$ cat config.mk
export PLATFORM = sky130hd
export DESIGN_NAME = alu_arbiter
export DESIGN_NICKNAME = d
export VERILOG_FILES = /design/src/rtl/alu_arb_pkg.sv /design/src/rtl/alu_arbiter_rr_arbiter.sv /design/src/rtl/alu_arbiter.sv
export SDC_FILE = /design/constraint.sdc
export NUM_CORES = 1
export LEC_CHECK = 0
export ABC_AREA = 1
export CAP_MARGIN = 10
export CORE_AREA = 3 3 106 108
export DETAILED_ROUTE_END_ITERATION = 12
export DIE_AREA = 0 0 109 111
export PLACE_DENSITY = 0.7
export SYNTH_ARGS = -nofsm -noshare
export SYNTH_HDL_FRONTEND = slang
export SYNTH_SLANG_ARGS = --single-unit
$ cat constraint.sdc
create_clock -name clk -period 1.41 [get_ports clk]
set_input_delay 0.282 -clock clk [delete_from_list [all_inputs] [get_ports clk]]
set_output_delay 0.282 -clock clk [all_outputs]
set_load 0.02 [all_outputs]
$ cat src/rtl/alu_arb_pkg.sv
// alu_arb_pkg: shared constants for the ALU arbiter slice.
// The ALU function codes and datapath width are shared by the arbiter and by anything driving the shared ALU.
package alu_arb_pkg;

  localparam int XLEN = 32;

  localparam logic [2:0] ALU_ADD  = 3'b000;
  localparam logic [2:0] ALU_SLL  = 3'b001;
  localparam logic [2:0] ALU_SLT  = 3'b010;
  localparam logic [2:0] ALU_SLTU = 3'b011;
  localparam logic [2:0] ALU_XOR  = 3'b100;
  localparam logic [2:0] ALU_SR   = 3'b101;
  localparam logic [2:0] ALU_OR   = 3'b110;
  localparam logic [2:0] ALU_AND  = 3'b111;

  // With no grant, the ALU is parked on ADD 0+0.
  localparam logic [2:0] ALU_IDLE_FUNC = ALU_ADD;

endpackage

$ cat src/rtl/alu_arbiter_rr_arbiter.sv
// rr_arbiter: combinational round-robin pick.
// The search starts one past last_grant and wraps modulo NUM_REQ.
// The pointer register that holds last_grant lives in the parent.
module rr_arbiter #(
  parameter int NUM_REQ = 2,
  parameter int ID_W    = 2
) (
  input  logic [NUM_REQ-1:0] valid,
  input  logic [ID_W-1:0]    last_grant,
  input  logic               en,
  output logic [NUM_REQ-1:0] grant,
  output logic [ID_W-1:0]    grant_idx
);

  // Find the first valid requester after last_grant. The result is one-hot or zero.
  always_comb begin
    int   idx;
    logic found;
    grant     = '0;
    grant_idx = '0;
    found     = 1'b0;
    idx       = 0;
    if (en) begin
      for (int k = 1; k <= NUM_REQ; k++) begin
        idx = int'(last_grant) + k;
        if (idx >= NUM_REQ) idx = idx - NUM_REQ;
        if (!found && valid[idx]) begin
          found      = 1'b1;
          grant[idx] = 1'b1;
          grant_idx  = ID_W'(idx);
        end
      end
    end
  end

endmodule

$ cat src/rtl/alu_arbiter.sv
// alu_arbiter: shares one combinational ALU among NUM_REQ requesters.
// Arbitration is round-robin. The result goes into a one-entry response stage tagged with the requester id.
// Optional build macro ALU_ARB_STATS_EN adds a saturating conflict_cnt output.
//
// Handshake rules:
// - A request transfers when req_valid[i] && req_ready[i].
// - A response transfers when resp_valid && resp_ready.
// - req_ready is combinational from req_valid and the response slot state.
// - A requester holds its valid and payload until it is granted.
module alu_arbiter
  import alu_arb_pkg::*;
#(
  parameter int NUM_REQ = 2,
  parameter int ID_W    = 2
) (
  input  logic                    clk,
  input  logic                    rst,
`ifdef ALU_ARB_STATS_EN
  output logic [15:0]             conflict_cnt,
`endif
  input  logic [NUM_REQ-1:0]      req_valid,
  output logic [NUM_REQ-1:0]      req_ready,
  input  logic [NUM_REQ*XLEN-1:0] req_a,
  input  logic [NUM_REQ*XLEN-1:0] req_b,
  input  logic [NUM_REQ*3-1:0]    req_func,
  input  logic [NUM_REQ-1:0]      req_control,
  output logic [XLEN-1:0]         alu_in_A,
  output logic [XLEN-1:0]         alu_in_B,
  output logic [2:0]              alu_func,
  output logic                    alu_control,
  input  logic [XLEN-1:0]         alu_out,
  output logic                    resp_valid,
  input  logic                    resp_ready,
  output logic [XLEN-1:0]         resp_data,
  output logic [ID_W-1:0]         resp_id
);

  logic               slot_free;
  logic               arb_en;
  logic [NUM_REQ-1:0] grant;
  logic [ID_W-1:0]    grant_idx;
  logic [ID_W-1:0]    last_grant;
  logic               any_grant;

  // A new result can enter when the slot is empty or is being drained this cycle.
  // Reset blocks all grants, so nothing in flight is captured.
  assign slot_free = !resp_valid || resp_ready;
  assign arb_en    = slot_free && !rst;
  assign any_grant = |grant;
  assign req_ready = grant;

  rr_arbiter #(
    .NUM_REQ (NUM_REQ),
    .ID_W    (ID_W)
  ) u_rr (
    .valid      (req_valid),
    .last_grant (last_grant),
    .en         (arb_en),
    .grant      (grant),
    .grant_idx  (grant_idx)
  );

  // Steer the winner's operands to the shared ALU. With no winner, drive the idle ADD 0+0.
  always_comb begin
    alu_in_A    = '0;
    alu_in_B    = '0;
    alu_func    = ALU_IDLE_FUNC;
    alu_control = 1'b0;
    for (int i = 0; i < NUM_REQ; i++) begin
      if (grant[i]) begin
        alu_in_A    = req_a[XLEN*i +: XLEN];
        alu_in_B    = req_b[XLEN*i +: XLEN];
        alu_func    = req_func[3*i +: 3];
        alu_control = req_control[i];
      end
    end
  end

  // Response stage: capture on grant, drain on resp_ready, and otherwise hold.
  always_ff @(posedge clk) begin
    if (rst) begin
      resp_valid <= 1'b0;
      resp_data  <= '0;
      resp_id    <= '0;
      last_grant <= ID_W'(NUM_REQ - 1);
    end else if (any_grant) begin
      resp_valid <= 1'b1;
      resp_data  <= alu_out;
      resp_id    <= grant_idx;
      last_grant <= grant_idx;
    end else if (resp_ready) begin
      resp_valid <= 1'b0;
    end
  end

`ifdef ALU_ARB_STATS_EN
  logic multi_valid;
  assign multi_valid = ($countones(req_valid) >= 2);

  // Count cycles where a grant is made while two or more requesters contend. Saturates at 16'hFFFF.
  always_ff @(posedge clk) begin
    if (rst) begin
      conflict_cnt <= '0;
    end else if (any_grant && multi_valid && (conflict_cnt != 16'hFFFF)) begin
      conflict_cnt <= conflict_cnt + 16'd1;
    end
  end
`endif

endmodule

# Yosys cells after proc, flatten, opt, wreduce, memory -nomap -nowiden
# Cells that the tools add are included.
classes:
  add_sub_neg: 4
  multipliers: 0
  div: 0
  n_lt_le_gt_ge: 6
  n_eq_ne: 0
  shift: 0
  n_mux: 33
  bitwise: 1
  reduce_logical: 10
op_table:
  columns: ["operator", "count"]
  rows:
  - ["32-bit two-way mux", 8]
  - ["32-bit by 1-bit >= comparator with 1-bit output (second input constant)", 2]
  - ["32-bit by 3-bit >= comparator with 1-bit output (second input constant)", 2]
  - ["32-bit by 3-bit < comparator with 1-bit output (second input constant)", 2]
  - ["32-bit by 3-bit subtractor with 32-bit output (second input constant)", 2]
  - ["1-bit two-way mux", 14]
  - ["2-bit two-way mux", 7]
  - ["3-bit two-way mux", 2]
  - ["1-bit logical AND", 4]
  - ["2-bit by 1-bit adder with 3-bit output (second input constant)", 1]
  - ["2-bit by 2-bit adder with 3-bit output (second input constant)", 1]
  - ["1-bit logical NOT", 3]
  - ["1-bit demux with 1-bit select", 2]
  - ["2-bit bitwise OR", 1]
  - ["2-bit nonzero test", 1]
  - ["2-bit OR reduction", 1]
  - ["1-bit logical OR", 1]
totals:
  ff_bits: 37
  latch_bits: 0
  ram_bits: 0
  romBits: 0
  out_inout_bits: 105
  word_cells: 58
  mem_count: 0

# Longest topological paths before layout
depth:
  depth_word: 15
  ltp_mapped: 8

# Modules after synthesis
# Synthesis repeated with hierarchy kept, for this count alone.
hier_totals:
  hier_cells: 400
  area_unflattened_um2: 2418.6
modules_own_cells:
  columns: ["mod", "instances", "cells_each", "area_per_inst_um2"]
  rows:
  - ["alu_arbiter", 1, 386, 2363.5]
  - ["rr_arbiter", 1, 14, 55.1]

# Worst setup path after synthesis
# No wires, ideal clock.
synth_timing:
  path_kind: "register to output"
  startpoint: "register resp_valid"
  endpoint: "output alu_func[0]"
  arrival_time_ps: 1248
  required_ps: 1128
  path_slack_ps: -120
  path_stages_with_launch: 7
  n_path_buf: 1
  cell_sequence: "dfxtp_1 nand2_1 nand3_1 nor2_4 buf_2 nand2_1 nand2_1"
synth_via:
  elab_cells_between_ends: 6
  cone_classes: "mux (3); reduce/logical (3)"
synth_rtl:
  columns: ["element", "line", "source"]
  rows:
  - ["start, declared", "alu_arbiter.sv:32", "output logic resp_valid,"]
  - ["start signal, assigned", "alu_arbiter.sv:82", "resp_valid <= 1'b0;"]
  - ["start signal, assigned", "alu_arbiter.sv:87", "resp_valid <= 1'b1;"]
  - ["start signal, assigned", "alu_arbiter.sv:92", "resp_valid <= 1'b0;"]
  - ["1-bit logical NOT", "alu_arbiter.sv:47", "assign slot_free = !resp_valid || resp_ready;"]
  - ["1-bit logical OR", "alu_arbiter.sv:47", null]
  - ["1-bit logical AND", "alu_arbiter.sv:48", "assign arb_en = slot_free && !rst;"]
  - ["2-bit two-way mux", "alu_arbiter_rr_arbiter.sv:23", "if (en) begin"]
  - ["via req_ready[1]", "alu_arbiter.sv:22", "output logic [NUM_REQ-1:0] req_ready,"]
  - ["3-bit two-way mux", "alu_arbiter.sv:70", "if (grant[i]) begin"]
  - ["end, declared", "alu_arbiter.sv:29", "output logic [2:0] alu_func,"]
# The timed path passes the listed nets, and every way through them passes these cells.

# Worst setup path in the final report
layout_timing:
  startpoint: "register resp_valid"
  endpoint: "output alu_in_A[27]"
layout_via:
  elab_chain_cells: 6
layout_rtl:
  columns: ["element", "line", "source"]
  rows:
  - ["1-bit logical NOT *", "alu_arbiter.sv:47", null]
  - ["1-bit logical OR *", "alu_arbiter.sv:47", null]
  - ["1-bit logical AND *", "alu_arbiter.sv:48", null]
  - ["2-bit two-way mux *", "alu_arbiter_rr_arbiter.sv:23", null]
  - ["32-bit two-way mux", "alu_arbiter.sv:70", null]
  - ["32-bit two-way mux *", "alu_arbiter.sv:70", null]
  - ["end, declared", "alu_arbiter.sv:27", "output logic [XLEN-1:0] alu_in_A,"]
# Every way passes the cells marked *; elsewhere a longest branch is shown, timed or not.

==> summary.txt <==
Run status
  • Status: complete, but fails checks
  • Failing checks: setup timing

CTS
  • Clock sink total: 36
  • Clk Latency, worst-skew pair: 290 ps
  • H-tree level count: 2
  • CTS tree: done
  • CTS Buf Count: 5
  • Root Buffer: clkbuf_8
  • Clock-pin slew on the worst setup and hold paths: 70 ps
  • Max clock buf depth: 2

STA
  • RSZ-0062 raised after global routing: true
  • Fin Clk Skew: slightly above 9 ps
  • Setup TNS Final: -43,900 ps
  • Count of final setup violators: between 100 and 150
  • Actual slew at the worst max-slew pin: roughly 350 ps
  • Hold Violations, Final: 0
  • Max Transition Viols Final: 0
  • Maximum clock frequency: around 0.52 GHz
  • Final Cycle Share: 136%
  • Worst setup margin: -501 ps
  • Slew HR: roughly 76%
  • Post-layout min period: 1910 ps

Floorplanning
  • Row count: 37
  • Die area: approximately 0.012 mm²
  • CORE AREA: 0.0103 mm²
  • Die span in y: approximately 110 µm
  • Die width: approximately 110 µm
  • Ports: about 280
  • Starting Density: a little under a quarter

Global routing
  • Grt total ovfl: 0
  • Largest net degree at the start of global routing: 35
  • Total track usage: 22.5%
  • Global-route wire length before repair: 21.2 mm
  • Initial antenna violation count: 1
  • Vias in the first global route: about 4,000

Synth
  • Avg Cell Area, Syn: 5.30 µm²
  • Cell Area, Synth: ~0.0024 mm²
  • Synth Instances: 459
  • Seq/Total Area, Yosys: between 20% and 30%
  • Distinct cell type count after synthesis: 15
  • Net Count, Synth: between 600 and 700
  • FF+latch count, synth: 36
  • Synth Warn #: 0

Power and ir drop
  • Maximum vdd ir drop: 419 µV
  • Total power: between 4000 and 5000 µW
  • Pwr dens: 620 mW/mm²
  • P_leak: between 0.003 and 0.004 µW

Critical path
  • Worst Path Required: between 1000 and 1500 ps
  • CP Class: reg2out
  • Crit Path Max Fanout: 5
  • Register-to-Register Path Depth: 14
  • CP endpoint kind: output pin
  • CP Launch Type: flip-flop
  • Arr. time, crit path: about 1600 ps

Drt
  • Routed vias: 4,119
  • Drt drc: 0
  • Drt pass-1 iters: 4
  • Via/cell ratio: ~4.5
  • Drt total wl: 15.4 mm
  • Initial DRC Count: 201
  • WL per Instance: around 17 µm
  • Routed Antenna Nets: 0

Placed design
  • Dpl ws: -1120 ps
  • Placement Cell Area: 0.00547 mm²
  • GP Congestion: 0.993
  • DP HPWL: approximately 10 mm
  • I/O Buffers: 277
  • Placed Instances: just under 900

Cells and area
  • Most frequent cells in the layout: clkdlybuf4s50_1 (168), nand2_1 (139), buf_6 (69), nand2_2 (65), nand2_4 (41)
  • Synth-to-layout area growth: 187%
  • Share of layout cells above drive strength 1: ~38%
  • Post-route insts no fill: slightly above 900
  • Nets: around 950
  • Post-route cell area: roughly 0.007 mm²
  • Most common cell after layout, fill and taps aside: clkdlybuf4s50_1
  • Fillers: 850

Min path
  • Hold Crit Depth: 3
  • Worst hold-check path type: in2reg

Job
  • Max-Cap Viols: 0
==> critical path: stages, from the launching register on <==
cell,delay (ps)
dfxtp_2,330
nand2_2,70
buf_6,100
nand3_4,60
nor2_4,100
buf_6,130
buf_8,140
clkbuf_16,150
nand2_1,50
nand2_1,80
buf_6,120
==> synthesized netlist by cell type <==
cell type	count	area share [%]
a21oi_1	2	0.41
o21ai_0	1	0.21
nor2_2	1	0.26
dfxtp_1	36	30
nor2_4	3	1.4
inv_1	37	5.7
clkbuf_1	3	0.46
buf_4	1	0.31
nand2_1	245	38
nor2_1	70	11
buf_6	3	1.4
nand3_1	34	7.0
o211ai_1	1	0.31
buf_2	20	4.1
inv_2	2	0.31
==> logic make-up after synthesis <==
| group | count (synthesis) | synth area share, % |
|---|---|---|
| compound gates | 4 | 0.925 |
| simple gates | 353 | 57.2 |
| buf+inv | 66 | 12.3 |
| flops | 36 | 29.6 |
==> final timing paths <==
path | slack [ps] | start | to
setup / recovery | -500 | resp_valid$_SDFFE_PP0P_ | alu_in_A[27]
setup reg to reg | -490 | resp_valid$_SDFFE_PP0P_ | resp_valid$_SDFFE_PP0P_
hold / removal | 450 | rst | resp_id[1]$_SDFFE_PP0P_
hold reg to reg | 540 | resp_id[0]$_SDFFE_PP0P_ | resp_id[0]$_SDFFE_PP0P_
==> layer usage <==
| layer | share of wire [%] | track usage, % | vias to the layer above |
|---|---|---|---|
| met4 | 3.3 | 6.82 | 0 |
| met2 | 53 | 40.5 | 191 |
| met1 | 35 | 24.8 | 1884 |
| li1 | - | - | 2003 |
| met5 | 0 | 0 | - |
| met3 | 8.6 | 6.99 | 41 |
==> registers in the layout, indices dropped and copies added (netlist names) <==
name and cells:
last_grant 1, resp_data 32, resp_id 2, resp_valid 1
==> power by group <==
part / switching (µW) / internal [µW] / total [µW] / leakage (µW)
clock: 370 / 397 / 767 / 0.0000445
sequential: 46.8 / 1110 / 1160 / 0.000298
combinational: 1120 / 1290 / 2410 / 0.00318
==> cell type report <==
| cell class | instances | area [µm²] | area share [%] |
|---|---|---|---|
| clock buffer | 7 | 86.3 | 1.23 |
| inverter | 39 | 146 | 2.09 |
| timing repair buffer | 335 | 3750 | 53.7 |
| sequential | 36 | 724 | 10.4 |
| multi-input combinational | 357 | 2100 | 30.1 |
| clock inverter | 1 | 7.51 | 0.107 |
| tap | 136 | 170 | 2.43 |
| antenna | 1 | 2.50 | 0.0358 |
==> stage by stage <==
| step | utilization (%) | hold slack [ps] |
|---|---|---|
| 6_report | 67.7 | 453 |
| 2_1_floorplan | - | 354 |
| 3_3_place_gp | 53.0 | 507 |
| 3_5_place_dp | 53.0 | 521 |
| 4_1_cts | 61.0 | 446 |
| 5_1_grt | 67.7 | 457 |
==> repair_timing <==
item | CTS | global route
setup endpoints to repair | 140 | 105
cloned | 13 | 7
pin swaps | 36 | 51
gates resized for setup | 533 | 168
hold endpoints to repair | 0 | 0
hold buffers | 0 | 0
setup buffers | 13 | 9
(Power assumes the default switching activity.)
